--- config.mk ---
export PLATFORM = sky130hd
export DESIGN_NAME = wb_commit_buffer
export DESIGN_NICKNAME = d
export VERILOG_FILES = /design/src/rtl/wb_commit_buffer.sv
export SDC_FILE = /design/constraint.sdc
export NUM_CORES = 1
export LEC_CHECK = 0
export BUFFER_PORTS_ARGS = -buffer_cell sky130_fd_sc_hd__buf_2
export CORE_ASPECT_RATIO = 0.75
export CORE_MARGIN = 2
export CORE_UTILIZATION = 40
export DETAILED_ROUTE_END_ITERATION = 8
export GPL_ROUTABILITY_DRIVEN = 0
export HOLD_SLACK_MARGIN = 0.05
export PLACE_DENSITY = 0.71
export SYNTH_ARGS = -nofsm -noshare
export SYNTH_HDL_FRONTEND = slang
export SYNTH_SLANG_ARGS = --single-unit
--- constraint.sdc ---
create_clock -name clk -period 1.69 [get_ports clk]
set_input_delay 0.2535 -clock clk [delete_from_list [all_inputs] [get_ports clk]]
set_output_delay 0.2535 -clock clk [all_outputs]
set_load 0.05 [all_outputs]
--- src/rtl/wb_commit_buffer.sv ---
// wb_commit_buffer
//   Writeback stage after the writeback-data select. Load data is aligned and
//   sign/zero-extended before being stored, and results queue in a 2-entry
//   in-order buffer that drains into the register-file write port. Queued
//   results are visible to the forwarding lookup.
//
//   Ports
//     clk, rst          clock; synchronous active-low reset
//     in_valid/in_ready upstream handshake (in_ready depends on state only)
//     in_reg_write, in_rd, in_is_load, in_funct3, in_addr_lo,
//     in_wb_data, in_mem_rdata   upstream result and load alignment info
//     flush             drop all queued results and any same-cycle input
//     rf_ready          register-file port accepts a write
//     rf_we, rf_rd, rf_wdata     head entry presented to the register file
//     fwd_rs -> fwd_hit, fwd_data  youngest queued value for fwd_rs
//     count             occupancy 0..2
module wb_commit_buffer #(
    parameter int XLEN   = 32,
    parameter int ADDR_W = 5
) (
    input  logic              clk,
    input  logic              rst,
    input  logic              in_valid,
    output logic              in_ready,
    input  logic              in_reg_write,
    input  logic [ADDR_W-1:0] in_rd,
    input  logic              in_is_load,
    input  logic [2:0]        in_funct3,
    input  logic [1:0]        in_addr_lo,
    input  logic [XLEN-1:0]   in_wb_data,
    input  logic [XLEN-1:0]   in_mem_rdata,
    input  logic              flush,
    input  logic              rf_ready,
    output logic              rf_we,
    output logic [ADDR_W-1:0] rf_rd,
    output logic [XLEN-1:0]   rf_wdata,
    output logic              fwd_hit,
    input  logic [ADDR_W-1:0] fwd_rs,
    output logic [XLEN-1:0]   fwd_data,
    output logic [1:0]        count
);

    typedef enum logic [1:0] {
        EMPTY = 2'd0,
        ONE   = 2'd1,
        FULL  = 2'd2
    } state_t;

    typedef struct packed {
        logic [ADDR_W-1:0] rd;
        logic [XLEN-1:0]   data;
    } entry_t;

    state_t          state, state_nxt;
    entry_t [1:0]    slot;        // slot[0] = head (oldest), slot[1] = tail
    entry_t          new_ent;
    logic            accept, push, pop;
    logic            ld_head_new, ld_tail_new, ld_head_shift;

    // Load alignment: byte/half picked by address, then extended.
    function automatic logic [XLEN-1:0] align(input logic [2:0]      f3,
                                              input logic [1:0]      lo,
                                              input logic [XLEN-1:0] w);
        logic [7:0]  b;
        logic [15:0] h;
        logic [XLEN-1:0] r;
        b = w[{lo, 3'b000} +: 8];
        h = lo[1] ? w[31:16] : w[15:0];
        case (f3)
            3'b000:  r = {{(XLEN-8){b[7]}}, b};
            3'b100:  r = {{(XLEN-8){1'b0}}, b};
            3'b001:  r = {{(XLEN-16){h[15]}}, h};
            3'b101:  r = {{(XLEN-16){1'b0}}, h};
            default: r = w;
        endcase
        return r;
    endfunction

    assign in_ready = (state != FULL);
    assign count    = state;
    assign accept   = in_valid & in_ready & ~flush;
    // x0 and non-writing results are consumed but never queued.
    assign push     = accept & in_reg_write & (in_rd != '0);
    assign rf_we    = (state != EMPTY) & ~flush;
    assign pop      = rf_we & rf_ready;
    assign rf_rd    = slot[0].rd;
    assign rf_wdata = slot[0].data;

    assign new_ent.rd   = in_rd;
    assign new_ent.data = in_is_load ? align(in_funct3, in_addr_lo, in_mem_rdata)
                                     : in_wb_data;

    always_ff @(posedge clk) begin
        if (!rst) state <= EMPTY;
        else      state <= state_nxt;
    end

    always_comb begin
        state_nxt     = state;
        ld_head_new   = 1'b0;
        ld_tail_new   = 1'b0;
        ld_head_shift = 1'b0;
        if (flush) begin
            state_nxt = EMPTY;
        end else begin
            case (state)
                EMPTY: if (push) begin
                    state_nxt   = ONE;
                    ld_head_new = 1'b1;
                end
                ONE: begin
                    if (push && pop) begin
                        // Head drains while the new result takes its place.
                        ld_head_new = 1'b1;
                    end else if (push) begin
                        state_nxt   = FULL;
                        ld_tail_new = 1'b1;
                    end else if (pop) begin
                        state_nxt = EMPTY;
                    end
                end
                FULL: if (pop) begin
                    state_nxt     = ONE;
                    ld_head_shift = 1'b1;
                end
                default: state_nxt = EMPTY;
            endcase
        end
    end

    always_ff @(posedge clk) begin
        if (!rst) begin
            slot <= '0;
        end else begin
            if (ld_head_new)   slot[0] <= new_ent;
            if (ld_head_shift) slot[0] <= slot[1];
            if (ld_tail_new)   slot[1] <= new_ent;
        end
    end

    // Youngest match wins: tail is only valid when FULL.
    always_comb begin
        fwd_hit  = 1'b0;
        fwd_data = '0;
        if (fwd_rs != '0) begin
            if (state == FULL && slot[1].rd == fwd_rs) begin
                fwd_hit  = 1'b1;
                fwd_data = slot[1].data;
            end else if (state != EMPTY && slot[0].rd == fwd_rs) begin
                fwd_hit  = 1'b1;
                fwd_data = slot[0].data;
            end
        end
    end

endmodule

Word level (Yosys, flattened, before mapping)
Cells that the tools add are included.
Word-level totals
  bits of input ports: 86
  register bits: 76
  logic and storage cells: 64
  output and inout bits: 74
Cells by class
  muxes and demuxes: 27
  shift-type cells: 1
  eq/ne operators: 12
  bitwise gates (word level): 8
  reduce and logical (&&, ||, !) cells: 11
Operator list (count)
  $mux 32: 4
  $pmux 32 s4: 1
  $mux 37: 2
  $shiftx 32x6->8: 1
  $mux 16: 1
  $mux 1: 12
  $eq 5x5->1: 2
  $mux 2: 5
  $reduce_bool 5->1: 2
  $ne 2x2->1 const B: 4
  $and 1x1->1: 6
  $eq 3x3->1 const B: 2
  $pmux 2 s3: 1
  $reduce_and 4->1: 1
  $reduce_bool 2->1: 2
  $eq 3x1->1 const B: 1
  $logic_and 1x1->1: 3
  $logic_not 3->1: 1
  $ne 3x3->1 const B: 1
  $eq 2x1->1 const B: 1
  $eq 2x2->1 const B: 1
  $logic_not 2->1: 1
  $not 1->1: 2
  $pmux 1 s2: 1
  $reduce_or 2->1: 1

Logic depth before layout (Yosys ltp)
  depth in word-level cells: 11
  gate-level depth with buffers: 8
  gate-level depth less buffers: 5

Least setup slack after synthesis
No wires, ideal clock.
  path kind: reg-to-output
  start: register state[1], in the netlist count[1]
  end: output port fwd_data[22]
  arrival: 2.655 ns
  stages on the path, launching flop included: 7
  buffers on the path: 2
  slack: -1.219 ns
  cells stage by stage: dfxtp_1 -> nand2b_1 -> buf_2 -> nor4_4 -> clkbuf_1 -> nand2_1 -> a21oi_1
Between the ends
  longest elaborated chain between the ends: 5
  elaborated cells between the ends (all ways): 7
  classes of those cells: 1 x eq/ne; 3 x mux; 3 x reduce/logical
RTL lines
  start, declared: RTL line 54  | state_t state, state_nxt;
  start signal, assigned: RTL line 95  | else state <= state_nxt;
  $reduce_bool 2->1: RTL line 149  | end else if (state != EMPTY && slot[0].rd == fwd_rs) begin
  $logic_and 1x1->1: RTL line 149
  $mux 32: RTL line 149
  $mux 32 *: RTL line 146  | if (state == FULL && slot[1].rd == fwd_rs) begin
  $mux 32 *: RTL line 145  | if (fwd_rs != '0) begin
  end, declared: RTL line 39  | output logic [XLEN-1:0] fwd_data,
Every way passes the cells marked *; elsewhere a longest branch is shown, timed or not.

Worst setup path after layout
  start: register slot[72] (netlist bit)
  end: output port fwd_data[18]
Between the ends
  longest elaborated chain between the ends: 4
RTL lines
  start, declared: RTL line 55  | entry_t [1:0] slot;
  $eq 5x5->1: RTL line 146
  $logic_and 1x1->1: RTL line 146
  $mux 32: RTL line 146
  $mux 32: RTL line 145
Every way passes these cells.

==> run summary <==
Arr. time, crit path: 2160 ps
final setup margin: -719 ps
GRT Total Usage: 28.1%
Syn Area/Cell: 7.59 µm²
worst setup path startpoint: slot[72]
CTS tree: done
outcome: finished, violations left
Post-Place Cells: 973
CTS buffer count: 9
CTS root buf: clkbuf_16
power per cell area: 626 mW/mm²
Setup crit end kind: output port
Core ar.: 0.0122 mm²
Slew headroom: 51.2%
r2r setup slk: 60 ps
clock-pin slew on the worst setup and hold paths: 60 ps
Reg-to-Reg Start: count[1]
Critical Path RT: 1440 ps
number of fill cells: 1036
syn_nets: 736
CTS Buffer Depth: 2
Distinct cells, synth: 54
Max-cap violations: 0
worst r2r dst: slot[62]
worst-path maximum fanout: 5
ANT nets after route: 0
IO buf count: 159
total grt overflow: 0
clk_lat worst skew: 330 ps
WL final: 18900 µm
area grow syn2layout: 55.8%
Final Hold Viols: 0
Setup Viol. Count Final: 33
Chip Width: 132 µm
via count: 5864
I/O pin total: 160
period utilisation layout: 143%
synth warn: 0
Detailed Route Iter0 Violations: 613
Worst VDD drop: 0.533 mV
setup total negative slack: -22730 ps
post-synthesis register bit count: 76
initial cell density of the core: 40.5%
drt drc: 0
end of the critical path: fwd_data[18]
Final HPWL DP: 13600 µm
min Tclk post-route: 2410 ps
die extent in y: 100 µm
layout cells sized above 1: 45.5%
DIE AREA: 0.0133 mm²
area occupied by multi-input gates: 0.00354 mm²
H-tree depth: 3
DRT Pass-1 Iters: 5
Synth Instances: 650
register area share after synthesis: 30.8%
max frequency: 0.415 GHz
Slew @ Worst Pin: 723 ps
Fin Hold WS: 166 ps
Post-Synthesis Cell Area: 0.00493 mm²
Post-CTS Hold Fix Bufs: 0
ys flop type: dfxtp_1
Clock Skew: 8.02 ps
vias in the first global route: 5528
failing checks: setup timing
Avg WL per Cell: 18.9 µm
initial antenna violation count: 0
largest net degree at the start of global routing: 48
n_diodes: 0
final slew viol count: 0
Startpoint Class: flip-flop
Placed Area: 0.00678 mm²
clk sinks: 76
Final Cell Area: 0.00769 mm²
RSZ-0062 raised after global routing: true
Async S/R FF share, synth: 0%
Worst Reg-to-Reg Cells: 6
Post-synth EDFFs: 0
Nets: 917
vias per cell: 5.85
Min-Delay Path Class: input port to flip-flop
fin cells: 1002
leakage: 2.89 nW
# rows: 35
register area: 0.00153 mm²
first-pass GRT wire length: 29800 µm
Worst Path Class, Setup: flip-flop to output port
cell families (layout without fill, tap and decap cells):
family | Yosys count | in the layout | share of synthesized area [%]
xor gates and xnor gates | 9 | 9 | 1.60
buffers and inverters | 103 | 289 | 11.3
and+or+nand+nor | 216 | 216 | 20.3
AOI/OAI and AO/OA | 233 | 233 | 33.0
DFF | 76 | 76 | 30.8
muxes | 13 | 13 | 2.97
Yosys cell counts, types with 9 or more instances:
cell	number	area share (%)
a21oi_1	83	8.4
nand2_1	104	7.9
buf_2	18	1.8
clkbuf_1	40	3.0
buf_4	38	5.8
a31o_1	10	1.8
dfxtp_1	76	31
o211ai_1	14	2.1
a22oi_1	29	4.4
a211o_1	22	3.9
nand2b_1	9	1.1
nor2_1	14	1.1
a2111oi_2	9	2.7
nand3_1	63	6.4
o21ai_0	25	2.5
mux2i_1	9	1.8
where the power goes:
part	leakage, nW	internal (mW)	switching, mW
logic	2.13	0.379	0.614
registers	0.618	1.83	0.0349
clock network	0.146	1.19	0.768
total	2.89	3.39	1.42
worst max-delay path: stages (launching register included):
cell and delay (ps):
dfxtp_2 330, xnor2_2 140, nand2_2 100, buf_6 130, nor4_4 270, buf_4 170, o31ai_4 80, buf_6 160
buf_12 140, a21oi_4 130, buf_8 160
placed cells by master (no fill, tap or decap), types with 22 or more instances in the layout:
| cell type | instances |
|---|---|
| a22oi_1 | 29 |
| buf_4 | 85 |
| buf_6 | 37 |
| buf_2 | 126 |
| dfxtp_1 | 71 |
| a21oi_4 | 31 |
| nand2_1 | 101 |
| nand3_1 | 33 |
| nand3_2 | 30 |
| a21oi_1 | 50 |
| o21ai_0 | 25 |
| a211o_1 | 22 |
state kept, by name, indices dropped and copies added, names as in the netlist:
| signal | flops |
|---|---|
| rf_wdata | 32 |
| count | 2 |
| slot | 37 |
| rf_rd | 5 |
metal layers:
metal  global-route usage, %  part of all wire, %  routed length, µm
met5                       0                    0                  0
met4                    6.04                  1.4                265
met3                    5.30                  8.6               1620
met2                    46.3                   47               8820
met1                    38.6                   43               8230
metrics by stage:
step	total power, mW	util [%]	setup WS [ps]
floorplan	2.45	-	-299
global placement	2.80	55.7	-534
detailed placement	2.82	55.7	-530
global route	4.99	63.1	-799
CTS	4.79	61.2	-727
finish	4.81	63.1	-719
worst min path at each step:
stage                     slack, ps  cells past startpoint  startpoint       end
after floorplan                 320                      1       flush  count[0]
after global placement          460                      2    slot[44]  slot[44]
after detailed placement        470                      2    slot[44]  slot[44]
after CTS                       150                      2    rf_ready  count[1]
after global routing            180                      2    rf_ready  count[1]
final                           170                      2    rf_ready  count[1]
layout make-up:
| type | instances | area share [%] |
|---|---|---|
| multi-input cells | 471 | 46.0 |
| flip-flops and latches | 76 | 19.9 |
| clock buffers | 11 | 3.16 |
| clock inverters | 5 | 0.749 |
| well taps | 166 | 2.70 |
| repair buffers | 267 | 27.1 |
| inverters | 6 | 0.293 |
repair_timing:
| action | in CTS | in global routing |
|---|---|---|
| cloned | 3 | 3 |
| pin swaps | 6 | 9 |
| gates resized for setup | 86 | 24 |
| endpoints found under the setup margin | 33 | 52 |
| buffers inserted | 6 | 4 |
No activity file was read; power rests on OpenSTA's default activity.
